`config.mk`:
```
export PLATFORM = sky130hd
export DESIGN_NAME = kernel_serializer
export DESIGN_NICKNAME = d
export VERILOG_FILES = /design/src/rtl/pim_pkg.sv /design/src/rtl/kernel_hold_buf.sv /design/src/rtl/kernel_serializer.sv
export SDC_FILE = /design/constraint.sdc
export NUM_CORES = 1
export LEC_CHECK = 0
export CAP_MARGIN = 0
export CORE_MARGIN = 2
export CORE_UTILIZATION = 25
export DETAILED_ROUTE_END_ITERATION = 7
export PLACE_DENSITY = 0.49
export SYNTH_ARGS = -nofsm -noshare
export SYNTH_HDL_FRONTEND = slang
export SYNTH_SLANG_ARGS = --single-unit
```
`constraint.sdc`:
```
create_clock -name clk -period 4.2 [get_ports clk]
set_clock_uncertainty 0.05 [all_clocks]
set_input_delay 1.26 -clock clk [delete_from_list [all_inputs] [get_ports clk]]
set_output_delay 1.26 -clock clk [all_outputs]
set_load 0.02 [all_outputs]
```
`src/rtl/pim_pkg.sv`:
```
// Shared types and frame-geometry helpers for the kernel serializer.
// Frame length is kernal*kernal bits.
package pim_pkg;

    typedef enum logic {
        IDLE  = 1'b0,
        SHIFT = 1'b1
    } ser_state_e;

    function automatic int frame_len(input int k);
        return k * k;
    endfunction

    // Wide enough to hold 0..N
    function automatic int idx_w(input int k);
        return $clog2(k * k + 1);
    endfunction

endpackage

```
`src/rtl/kernel_hold_buf.sv`:
```
// One-deep holding buffer that queues the next kernel word.
// The buffer is loaded while the current frame shifts, and drained into the shift register.
module kernel_hold_buf #(
    parameter int N = 9
) (
    input  logic         clk,
    input  logic         rst,
    input  logic         load_i,
    input  logic         drain_i,
    input  logic [N-1:0] data_i,
    output logic [N-1:0] data_o,
    output logic         valid_o
);

    logic [N-1:0] data_q;
    logic         valid_q;

    always_ff @(posedge clk or negedge rst) begin
        if (!rst) begin
            data_q  <= '0;
            valid_q <= 1'b0;
        end else if (drain_i) begin
            valid_q <= 1'b0;
        end else if (load_i) begin
            data_q  <= data_i;
            valid_q <= 1'b1;
        end
    end

    assign data_o  = data_q;
    assign valid_o = valid_q;

endmodule

```
`src/rtl/kernel_serializer.sv`:
```
// Serializes a kernal*kernal-bit word LSB first with a valid/ready handshake.
// A one-deep buffer lets back-to-back frames stream with no bubble cycle.
module kernel_serializer
    import pim_pkg::*;
#(
    parameter int kernal = 3
) (
    input  logic                          clk,
    input  logic                          rst,
    input  logic [frame_len(kernal)-1:0]  in_data,
    input  logic                          in_valid,
    output logic                          in_ready,
    output logic                          out_bit,
    output logic                          out_valid,
    input  logic                          out_ready,
    output logic                          out_first,
    output logic                          out_last,
    output logic [idx_w(kernal)-1:0]      out_idx
);

    localparam int N = frame_len(kernal);
    localparam int W = idx_w(kernal);
    localparam logic [W-1:0] LAST = W'(N - 1);

    ser_state_e   state_q, state_d;
    logic [N-1:0] sr_q, sr_d;
    logic [W-1:0] idx_q, idx_d;

    logic [N-1:0] hb_data;
    logic         hb_valid;
    logic         hb_load;
    logic         hb_drain;

    logic accept;
    logic xfer;
    logic at_last;

    kernel_hold_buf #(
        .N(N)
    ) u_hold (
        .clk     (clk),
        .rst     (rst),
        .load_i  (hb_load),
        .drain_i (hb_drain),
        .data_i  (in_data),
        .data_o  (hb_data),
        .valid_o (hb_valid)
    );

    assign in_ready  = ~hb_valid;
    assign out_valid = (state_q == SHIFT);
    assign accept    = in_valid & in_ready;
    assign xfer      = out_valid & out_ready;
    assign at_last   = (idx_q == LAST);

    assign out_bit   = sr_q[0] & out_valid;
    assign out_idx   = idx_q;
    assign out_first = out_valid & (idx_q == '0);
    assign out_last  = out_valid & at_last;

    always_comb begin
        state_d  = state_q;
        sr_d     = sr_q;
        idx_d    = idx_q;
        hb_load  = 1'b0;
        hb_drain = 1'b0;
        unique case (state_q)
            IDLE: begin
                if (accept) begin
                    sr_d    = in_data;
                    idx_d   = '0;
                    state_d = SHIFT;
                end
            end
            SHIFT: begin
                if (xfer && !at_last) begin
                    sr_d  = sr_q >> 1;
                    idx_d = idx_q + W'(1);
                end else if (xfer && hb_valid) begin
                    sr_d     = hb_data;
                    idx_d    = '0;
                    hb_drain = 1'b1;
                end else if (xfer && accept) begin
                    sr_d  = in_data;
                    idx_d = '0;
                end else if (xfer) begin
                    sr_d    = '0;
                    idx_d   = '0;
                    state_d = IDLE;
                end
                // Mid-frame accepts queue behind the active frame
                if (accept && !(xfer && at_last)) begin
                    hb_load = 1'b1;
                end
            end
            default: state_d = IDLE;
        endcase
    end

    always_ff @(posedge clk or negedge rst) begin
        if (!rst) begin
            state_q <= IDLE;
            sr_q    <= '0;
            idx_q   <= '0;
        end else begin
            state_q <= state_d;
            sr_q    <= sr_d;
            idx_q   <= idx_d;
        end
    end

endmodule

```
==> results.toml <==
[outcome]
outcome = "completed"

[sta]
finalMaxSlewViolations = 0
relSlewSlack_pct = 47.4
setup-tns-final_ns = 0
min_period_ns = 3.20
hold_viol_final = 0
fin_crit_sh_pct = 76.2
rsz0062_at_grt = "no"
whs_ns = 0.444
setup_slack_ns = 1.00
worst_pin_slew_ns = 0.787
fmax_mhz = 312
setup_viol = 0

[clock_network]
postCtsSetupRepairBufs = 0
cts_buffers = 3
cts_resized = 0
clock-root-buffer = "clkbuf_8"
cts_tree = "built"
ctsHoldBuffers = 0
clk_path_buf_depth = 2
cts.sink_count = 24
cts_max_level = 1
clk_pin_slew_ns = 0.09
insertion_delay_ns = 0.26

[placement]
dp_cells = 213
place_area_um2 = 1590
dp_slack_ns = 0.888
hpwl_mm = 2.12
io_buffers = 21
gp_congestion = 0.751

[floorplan]
die_h_um = 76.9
ios = 22
die_w_um = 76.9
start_util_pct = 26.0
coreArea_um2 = 5110
std_cell_rows = 26
die-area_um2 = 5910

[detailed_routing]
post_drt_wl_per_cell_um = 14.6
ant_nets = 0
dr.first_iter.drc_count = 33
viasPerCell = 4.88
drc_errors = 0
drt_wl_total_mm = 3.16
dr.pass1.iters = 4
vias = 1059

[finish]
multi_input_area_um2 = 662
finalNonFillerCells = 217
num_antenna_cells = 0
area_growth_pct = 24.2
nFillCells = 541
final_nets = 163
final_area_um2 = 1650
ff_latch_area_um2 = 601
final_core_util_pct = 32.3
drive_above_1_share_pct = 4.76

[grt]
track_usage_pct = 11.1
grt_pass1_vias = 1055
grt_pass1_wl_mm = 5.16
antenna_found_initial = 0
overflow = 0
grt_max_degree = 25

[worst_setup_path]
worstPathArrival_ns = 1.89
end_kind = "primary output"
critPathRequiredTime_ns = 2.89
crit_type = "register to primary output"
worst_setup_path_start_kind = "register"
worstRegToRegCells = 3
crit_fanout = 6

[logic_synthesis]
ys_types = 28
synth_area_leaders = "dfrtp_1 45%, mux2_1 7.6%, o32a_1 6.0%, nand3b_1 5.7%, a211oi_1 4.5%"
syn-mean-instance-area_um2 = 10.2
synth_top_cells_by_count = "24 x dfrtp_1, 12 x nand2_1, 10 x nand3b_1, 9 x mux2_1"
synth_area_um2 = 1330
ys_seq_elements = 24
synth_edf_count = 0
syn-instance-count = 130
yosysTopAreaCellShare_pct = 45.2
yosysMostFrequentCell = "dfrtp_1"
yosysWarningCount = 0
yosysTopAreaCell = "dfrtp_1"
synthArstFlopShare_pct = 100
synth-main-ff-cell = "dfrtp_1"
synth_seq_area_share_pct = 45.2
synth_fp_nets = 145

[power_and_ir_drop]
internal-power_mw = 0.611
powerDensity_nw_per_um2 = 575
power_frac_clock_pct = 16.9
combPwrFrac_pct = 40.3
total_power_mw = 0.949
swShare_pct = 35.6
vdd_ir_drop_max_v = 0.000171
power.switching_mw = 0.338
p_leak_nw = 0.664
seq_power_share_pct = 42.9

[worst_hold_path]
hp-class = "register to register"
holdPathStages = 1

[flow_run]
cap_violations = 0
cell type report:
class / count / area share (%)
Timing Repair Buffer: 23 / 13.7
Inverter: 5 / 1.14
Sequential cell: 24 / 36.4
Tap cell: 70 / 5.31
Clock buffer: 4 / 3.34
Multi-Input combinational cell: 91 / 40.1
logic make-up after synthesis:
| family | count (synthesis) | synth area share [%] |
|---|---|---|
| buffers and inverters | 15 | 4.90 |
| adders and majority gates | 2 | 1.88 |
| DFF | 24 | 45.2 |
| and+or+nand+nor | 46 | 20.1 |
| xor gates and xnor gates | 1 | 0.660 |
| muxes | 9 | 7.63 |
| AOI/OAI and AO/OA | 33 | 19.6 |
state kept, by name (all words and copies together) (netlist names):
signal,flops
out_idx,4
u_hold.valid_o,1
sr_q,9
u_hold.data_o,9
out_valid,1
worst max-delay path: stages, from the launching register on:
cell and delay (ns):
dfrtp_1 0.44, inv_1 0.08, ha_1 0.18, nor4b_1 0.26, clkdlybuf4s50_1 0.66
power by group through the flow:
stage / clock network, mW / logic [mW] / registers (mW)
after CTS: 0.167 / 0.390 / 0.409
final: 0.160 / 0.382 / 0.407
after global routing: 0.179 / 0.419 / 0.423
after detailed placement: 0 / 0.388 / 0.414
after floorplan: 0 / 0.245 / 0.407
after global placement: 0 / 0.382 / 0.409
final timing paths:
path | from | slack (ns) | endpoint
hold reg to reg | u_hold.data_o[7] | 0.44 | u_hold.data_o[7]
hold / removal | u_hold.data_o[7] | 0.44 | u_hold.data_o[7]
setup / recovery | out_idx[0] | 1.0 | out_first
min in group asynchronous | rst | 1.30 | out_idx[2]
setup reg to reg | out_valid | 2.20 | sr_q[1]
max in group asynchronous | rst | 2.54 | out_idx[3]
layout by cell type (no fill, tap or decap):
cell	instances
a211o_1	1
a211oi_1	8
a21oi_1	1
a2bb2oi_1	1
and2_1	2
and3_1	8
and4_1	1
buf_4	2
clkbuf_8	4
clkdlybuf4s50_1	21
dfrtp_1	24
ha_1	2
inv_1	5
mux2_1	9
nand2_1	12
nand3_1	5
nand3b_1	10
nand4_1	1
nand4b_1	1
nor2_1	4
nor4b_1	1
o21a_1	8
o21ai_1	4
o2bb2ai_1	1
o311ai_1	1
o32a_1	8
or3b_4	1
xor2_1	1
metal layers:
layer  GRT usage (%)  share of wire, %  wire (um)
met3            2.00               3.9        124
met5               0                 0          0
met4            3.82              0.92         29
met1            13.8                49       1540
met2            19.2                46       1470
Power figures use the tool's default switching activity.
